==> src/rtl/fb_sdram_arbiter.sv <==
// Two-port SDRAM arbiter: display (p0) and renderer (p1) share one controller port.
// Read returns are routed back through an in-order tag FIFO of issuing port IDs.
module fb_sdram_arbiter #(
  parameter int ADDR_W       = 25,
  parameter int DATA_W       = 16,
  parameter int MAX_PEND     = 8,
  parameter int STARVE_LIMIT = 16
) (
  input  logic                         clk,
  input  logic                         reset,

  input  logic [ADDR_W-1:0]            p0_address,
  input  logic [DATA_W-1:0]            p0_writedata,
  input  logic [DATA_W/8-1:0]          p0_byteenable,
  input  logic                         p0_read,
  input  logic                         p0_write,
  output logic                         p0_waitrequest,
  output logic                         p0_readdatavalid,
  output logic [DATA_W-1:0]            p0_readdata,

  input  logic [ADDR_W-1:0]            p1_address,
  input  logic [DATA_W-1:0]            p1_writedata,
  input  logic [DATA_W/8-1:0]          p1_byteenable,
  input  logic                         p1_read,
  input  logic                         p1_write,
  output logic                         p1_waitrequest,
  output logic                         p1_readdatavalid,
  output logic [DATA_W-1:0]            p1_readdata,

  output logic [ADDR_W-1:0]            mem_address,
  output logic [DATA_W-1:0]            mem_writedata,
  output logic [DATA_W/8-1:0]          mem_byteenable,
  output logic                         mem_read,
  output logic                         mem_write,
  input  logic                         mem_waitrequest,
  input  logic                         mem_readdatavalid,
  input  logic [DATA_W-1:0]            mem_readdata,

  output logic [$clog2(MAX_PEND):0]    pend_count,
  output logic                         err_unexpected
);

  localparam int PTR_W = $clog2(MAX_PEND);
  localparam int CNT_W = PTR_W + 1;
  localparam int STV_W = $clog2(STARVE_LIMIT + 1);

  typedef enum logic {ST_FREE, ST_LOCKED} state_e;

  state_e             state_q;
  logic               lockGnt_q;
  logic [STV_W-1:0]   starveCnt_q, starveCnt_d;
  logic [MAX_PEND-1:0] tagMem_q;
  logic [PTR_W-1:0]   wrPtr_q, rdPtr_q;
  logic [CNT_W-1:0]   pendCnt_q, pendCnt_d;
  logic               err_q;

  logic req0, req1, rd0, rd1, elig0, elig1;
  logic full, empty, starved;
  logic gntValid, gntSel, selRead, selWrite;
  logic cmdValid, accept, push, pop, headTag;

  // A write wins over a simultaneous read strobe; reads are ineligible while the tag FIFO is full.
  assign req0    = p0_read | p0_write;
  assign req1    = p1_read | p1_write;
  assign rd0     = p0_read & ~p0_write;
  assign rd1     = p1_read & ~p1_write;
  assign full    = (pendCnt_q == CNT_W'(MAX_PEND));
  assign empty   = (pendCnt_q == '0);
  assign elig0   = req0 & (p0_write | ~full);
  assign elig1   = req1 & (p1_write | ~full);
  assign starved = (starveCnt_q >= STV_W'(STARVE_LIMIT));

  always_comb begin
    gntValid = 1'b0;
    gntSel   = 1'b0;
    if (state_q == ST_LOCKED) begin
      gntValid = 1'b1;
      gntSel   = lockGnt_q;
    end else if (elig0 && !(starved && elig1)) begin
      gntValid = 1'b1;
      gntSel   = 1'b0;
    end else if (elig1) begin
      gntValid = 1'b1;
      gntSel   = 1'b1;
    end
  end

  assign selRead        = gntSel ? rd1 : rd0;
  assign selWrite       = gntSel ? p1_write : p0_write;
  assign mem_read       = ~reset & gntValid & selRead & ~full;
  assign mem_write      = ~reset & gntValid & selWrite;
  assign mem_address    = gntSel ? p1_address    : p0_address;
  assign mem_writedata  = gntSel ? p1_writedata  : p0_writedata;
  assign mem_byteenable = gntSel ? p1_byteenable : p0_byteenable;

  assign cmdValid       = mem_read | mem_write;
  assign accept         = cmdValid & ~mem_waitrequest;
  assign p0_waitrequest = ~(accept & ~gntSel);
  assign p1_waitrequest = ~(accept & gntSel);

  assign push             = accept & mem_read;
  assign headTag          = tagMem_q[rdPtr_q];
  assign pop              = ~reset & mem_readdatavalid & ~empty;
  assign p0_readdatavalid = pop & ~headTag;
  assign p1_readdatavalid = pop & headTag;
  assign p0_readdata      = mem_readdata;
  assign p1_readdata      = mem_readdata;

  assign pendCnt_d   = pendCnt_q + CNT_W'(push) - CNT_W'(pop);
  assign starveCnt_d = (req1 && !(accept && gntSel)) ?
                       (starved ? starveCnt_q : starveCnt_q + STV_W'(1)) : '0;

  // Lock holds the grant while the controller stalls; a dropped request releases it.
  always_ff @(posedge clk) begin
    if (reset) begin
      state_q     <= ST_FREE;
      lockGnt_q   <= 1'b0;
      starveCnt_q <= '0;
      tagMem_q    <= '0;
      wrPtr_q     <= '0;
      rdPtr_q     <= '0;
      pendCnt_q   <= '0;
      err_q       <= 1'b0;
    end else begin
      case (state_q)
        ST_FREE: begin
          if (cmdValid && mem_waitrequest) begin
            state_q   <= ST_LOCKED;
            lockGnt_q <= gntSel;
          end
        end
        ST_LOCKED: begin
          if (accept || !cmdValid) state_q <= ST_FREE;
        end
        default: state_q <= ST_FREE;
      endcase

      starveCnt_q <= starveCnt_d;
      pendCnt_q   <= pendCnt_d;

      if (push) begin
        tagMem_q[wrPtr_q] <= gntSel;
        wrPtr_q           <= wrPtr_q + PTR_W'(1);
      end
      if (pop) rdPtr_q <= rdPtr_q + PTR_W'(1);

      if (mem_readdatavalid && empty) err_q <= 1'b1;
    end
  end

  assign pend_count     = pendCnt_q;
  assign err_unexpected = err_q;

endmodule

==> config.mk <==
export PLATFORM = sky130hd
export DESIGN_NAME = fb_sdram_arbiter
export DESIGN_NICKNAME = d
export VERILOG_FILES = /design/src/rtl/fb_sdram_arbiter.sv
export SDC_FILE = /design/constraint.sdc
export NUM_CORES = 1
export LEC_CHECK = 0
export ABC_AREA = 1
export CORE_ASPECT_RATIO = 1.75
export CORE_MARGIN = 2
export CORE_UTILIZATION = 36
export DETAILED_ROUTE_END_ITERATION = 10
export PLACE_DENSITY = 0.94
export SETUP_SLACK_MARGIN = 0.4
export SYNTH_ARGS = -nofsm -noshare
export SYNTH_HDL_FRONTEND = slang
export SYNTH_SLANG_ARGS = --single-unit
==> constraint.sdc <==
create_clock -name clk -period 5 [get_ports clk]
set_clock_uncertainty 0.15 [all_clocks]
set_input_delay 1 -clock clk [delete_from_list [all_inputs] [get_ports clk]]
set_output_delay 1 -clock clk [all_outputs]
set_load 0.02 [all_outputs]
==> results.json, run 1 <==
{
  "run_status": "finished clean",
  "setup_tns_ps": 0,
  "cap_violations": 0,
  "ys_ff_latch": 26,
  "seq_area_um2": 520,
  "rsz0062_at_grt": "false",
  "power_leakage_nw": 1.70,
  "cp.required_ps": 3850,
  "intPower_mw": 0.780,
  "drive_above_1_share": 0.0845,
  "io_pins": 196,
  "fin_cells": 579,
  "fin_nets": 619,
  "yosysSeqAreaShare": 0.218,
  "dr.pass1.iters": 5,
  "cts_htree_levels": 1,
  "fin_util": 0.582,
  "final_max_slew_viol_count": 0,
  "rows": 39,
  "synth.distinct_cells": 28,
  "final_cell_mix": "nand2_1, clkdlybuf4s50_1, inv_1, nor2_1, dfxtp_1",
  "cts_hold_buf": 0,
  "grt_pass1_vias": 2774,
  "grt_pass1_wl_um": 13700,
  "clkSinkCount": 26,
  "clock_path_buffers": 2,
  "vias_per_cell": 4.82,
  "grtUsageMet2": 0.409,
  "p_seq_frac": 0.188,
  "top_usage_layer": "met2",
  "die-area_um2": 7320,
  "arrival_ps": 3260,
  "place_congestion": 0.834,
  "antenna_left": 0,
  "netSwitchingFraction": 0.435,
  "p_comb_frac": 0.640,
  "final_cell_area_um2": 3780,
  "switching_power_mw": 0.600,
  "dpl-instance-area_um2": 3660,
  "grt_max_degree": 46,
  "die_h_um": 112,
  "startpoint_type": "input pin",
  "tightest_slew_ps": 319,
  "layout_commonest_cell": "nand2_1",
  "area_growth_pct": 58.2,
  "maxSlewHeadroom": 0.787,
  "power_mw": 1.38,
  "syn_inst": 388,
  "multi_input_area_um2": 1400,
  "setup_viol": 0,
  "hold_ws_ps": 320,
  "start_util": 0.368,
  "ys.warnings.count": 0,
  "fin_crit_ps": 4410,
  "dpl.cell_count": 575,
  "p_clk_frac": 0.172,
  "hold_path.class": "reg2reg",
  "p_per_area_nw_per_um2": 365,
  "path_clk_slew_ps": 60,
  "grt_usage": 0.245,
  "dp_hpwl_um": 7360,
  "fill_cells": 563,
  "max_freq_mhz": 227,
  "clock_latency_ps": 270,
  "io_buffers": 147,
  "timing.final.ws_setup_ps": 585,
  "synth.net_count": 509,
  "worstPathMaxFanout": 4,
  "min_period_over_period": 0.883,
  "drtIter0Drc": 219,
  "netlist_area_um2": 2390,
  "fp.coreArea_um2": 6490,
  "vias": 2792,
  "gr-usage-met1": 0.267,
  "diodes": 0,
  "peakVddDrop_mv": 0.166,
  "preCtsSetupSlack_ps": 306,
  "cp-end-kind": "output port",
  "cts_buffers": 3,
  "path_class": "in2out",
  "met3_usage": 0.100,
  "grt_antenna_before_repair": 0,
  "routed_wl_um": 9180,
  "root_buffer": "clkbuf_16",
  "wire_per_inst_um": 15.8,
  "dieWidth_um": 65.6,
  "drcViolationCount": 0,
  "hold_viol_final": 0,
  "synth.avg_cell_area_um2": 6.15,
  "cts_tree": "built",
  "overflow": 0
}
==> critical path, stage by stage <==
cell             delay, ps
clkdlybuf4s50_1        490
inv_1                   90
nand2_2                100
nand2_2                 80
a21oi_2                190
nand2_2                130
nand2_1                 90
nand2_2                 70
nand2_4                110
nand2_1                120
nand3_1                130
clkdlybuf4s50_1        670
==> area by class of cell <==
type,count,area share
Clock buffer,3,0.0199
Sequential cell,26,0.138
Tap cell,82,0.0272
Clock inverter,1,0.00795
Timing Repair Buffer,150,0.397
Inverter,37,0.0388
Multi-Input combinational cell,280,0.372
==> power groups by stage <==
stage | Combinational [mW] | Sequential, mW | Clock, mW
CTS | 0.881 | 0.259 | 0.236
detailed placement | 0.863 | 0.263 | 0
global placement | 0.840 | 0.261 | 0
finish | 0.883 | 0.260 | 0.237
global route | 0.957 | 0.263 | 0.242
floorplan | 0.511 | 0.276 | 0
==> sequential cells by signal (all words and copies together) (netlist names) <==
signal          cells
tagMem_q            8
starveCnt_q         5
pend_count          4
rdPtr_q             3
wrPtr_q             3
err_unexpected      1
lockGnt_q           1
state_q             1
==> Yosys cell counts, drive strengths merged <==
cell,n,area (µm²)
a211oi,1,7.51
a21o,1,7.51
a21oi,17,123
buf,42,309
clkbuf,3,11.3
clkinv,1,5.00
dfxtp,26,521
fa,1,20.0
ha,10,125
inv,36,138
nand2,175,684
nand3,22,170
nand4,3,18.8
nor2,35,155
o21ai,9,45.0
o22ai,2,12.5
xnor2,2,17.5
xor2,2,17.5
==> worst paths after layout <==
check	from	to	slack, ps	cells after the start
hold reg to reg	tagMem_q[1]$_SDFFE_PP0P_	tagMem_q[1]$_SDFFE_PP0P_	320	2
hold / removal	tagMem_q[1]$_SDFFE_PP0P_	tagMem_q[1]$_SDFFE_PP0P_	320	2
setup / recovery	p1_write	p1_waitrequest	590	12
setup reg to reg	pend_count[2]$_SDFF_PP0_	pend_count[3]$_SDFF_PP0_	1650	19
==> cells by family after synthesis <==
family,after synthesis,synth area share
AO/OA/AOI/OAI,30,0.0818
XOR/XNOR,4,0.0147
adder cells (fa/ha/maj),11,0.0608
buffers and inverters,82,0.194
flip-flops,26,0.218
AND/OR/NAND/NOR,235,0.431
==> timing repair <==
action                                  CTS  global route
resized for setup                         1             1
endpoints found under the setup margin    1             1
endpoints found under the hold margin     0             0
setup buffers                             0             0
==> per-layer routing <==
| layer | routed length [µm] | vias up |
|---|---|---|
| li1 | - | 1373 |
| met1 | 3360 | 1219 |
| met2 | 4300 | 159 |
| met3 | 1110 | 41 |
| met4 | 401 | 0 |
| met5 | 0 | - |
(Power assumes the default switching activity.)
==> run 2, diff against run 1 <==
CORE_MARGIN = unset   (was 2)
==> results.json, run 2 (synthesized netlist as in run 1, its figures left out) <==
{
  "run_status": "finished clean",
  "root_buffer": "clkbuf_8",
  "dpl-instance-area_um2": 3660,
  "dieWidth_um": 63.6,
  "final_cell_area_um2": 3720,
  "fin_util": 0.593,
  "intPower_mw": 0.688,
  "worstPathMaxFanout": 45,
  "startpoint_type": "input pin",
  "p_clk_frac": 0.110,
  "path_clk_slew_ps": 90,
  "hold_path.class": "reg2reg",
  "fp.coreArea_um2": 6280,
  "drcViolationCount": 0,
  "peakVddDrop_mv": 0.177,
  "p_comb_frac": 0.682,
  "wire_per_inst_um": 15.1,
  "hold_viol_final": 0,
  "start_util": 0.380,
  "grt_pass1_vias": 2655,
  "fin_nets": 619,
  "routed_wl_um": 8710,
  "layout_commonest_cell": "nand2_1",
  "cap_violations": 0,
  "max_freq_mhz": 229,
  "maxSlewHeadroom": 0.729,
  "largest_reg_flops": 8,
  "grt_antenna_before_repair": 0,
  "postCtsSetupBuffers": 0,
  "diodes": 0,
  "rsz0062_at_grt": "false",
  "vias_per_cell": 4.77,
  "clock_path_buffers": 2,
  "cp-end-kind": "output port",
  "drive_above_1_share": 0.0845,
  "setup_tns_ps": 0,
  "power_leakage_nw": 1.68,
  "p_seq_frac": 0.208,
  "switching_power_mw": 0.574,
  "dr.pass1.iters": 4,
  "drtIter0Drc": 176,
  "grt_pass1_wl_um": 13000,
  "antenna_left": 0,
  "cts_htree_levels": 1,
  "cts_buffers": 3,
  "fill_cells": 580,
  "clock_latency_ps": 270,
  "die-area_um2": 6970,
  "clkSinkCount": 26,
  "setup_viol": 0,
  "dp_hpwl_um": 7210,
  "fin_crit_ps": 4360,
  "cp.required_ps": 3850,
  "arrival_ps": 3210,
  "die_h_um": 110,
  "setup.worst_path.start": "p1_write",
  "min_period_over_period": 0.872,
  "io_pins": 196,
  "netSwitchingFraction": 0.455,
  "final_cell_mix": "nand2_1, clkdlybuf4s50_1, inv_1, nor2_1, dfxtp_1",
  "vias": 2755,
  "tightest_slew_ps": 406,
  "overflow": 0,
  "grt_max_degree": 46,
  "regMostFlops": "tagMem_q",
  "path_class": "in2out",
  "io_buffers": 147,
  "place_congestion": 0.928,
  "p_per_area_nw_per_um2": 339,
  "min_from": "err_unexpected$_SDFFE_PP0P_",
  "cts_tree": "built",
  "area_growth_pct": 55.9,
  "grt_usage": 0.246,
  "final_max_slew_viol_count": 0,
  "reg2reg_from": "pend_count[2]$_SDFF_PP0_",
  "rows": 38
}
[run 2: final cells by class]
| type | instances | area, µm² | area share |
|---|---|---|---|
| clock buffer | 4 | 55.1 | 0.0148 |
| inverter | 37 | 144 | 0.0387 |
| multi-input combinational | 280 | 1400 | 0.377 |
| sequential | 26 | 520 | 0.140 |
| tap | 80 | 100 | 0.0269 |
| timing repair buffer | 150 | 1500 | 0.402 |
[run 2: layer usage]
layer  global-route usage  vias up  routed length, µm
met4                0.115        0                329
met3               0.0871       27                968
li1                     -     1371                  -
met2                0.400      153               4010
met1                0.283     1204               3400
met5                    0        -                  0
[run 2: stage by stage]
| stage | cells | setup WS (ps) | hold slack (ps) | power (mW) |
|---|---|---|---|---|
| 2_1_floorplan | 388 | 1740 | 294 | 0.786 |
| 3_3_place_gp | 573 | 475 | 289 | 1.11 |
| 3_5_place_dp | 573 | 431 | 291 | 1.12 |
| 4_1_cts | 577 | 416 | 305 | 1.27 |
| 5_1_grt | 577 | 481 | 329 | 1.35 |
| 6_report | 577 | 640 | 299 | 1.26 |
[run 2: critical path, cell delays in order]
cell,delay (ps)
clkdlybuf4s50_1,480
inv_1,80
nand2_2,100
nand2_2,80
a21oi_2,180
nand2_2,120
inv_4,330
nand2_1,120
nand2_1,90
clkdlybuf4s50_1,620
[run 2: timing repair]
item | CTS | global route
endpoints found under the setup margin | 0 | 43
hold buffers | 0 | 0
gates resized for setup | 0 | 2
[run 2: power groups by stage]
stage               logic [mW]  clock network [mW]  registers (mW)
floorplan                0.511                   0           0.276
global route             0.938               0.150           0.266
CTS                      0.863               0.142           0.262
detailed placement       0.854                   0           0.266
global placement         0.841                   0           0.264
finish                   0.861               0.139           0.262
[run 2: worst paths after layout]
| check | to | slack, ps | cells after the start |
|---|---|---|---|
| hold reg to reg | err_unexpected$_SDFFE_PP0P_ | 300 | 2 |
| setup / recovery | mem_byteenable[1] | 640 | 10 |
| setup reg to reg | pend_count[2]$_SDFF_PP0_ | 1650 | 18 |
| hold / removal | err_unexpected$_SDFFE_PP0P_ | 300 | 2 |
==> run 3, diff against run 2 <==
SLEW_MARGIN = 0   (was unset)
==> results of run 3 <==
The final DEF is identical to that of run 2; final timing and power are the same.
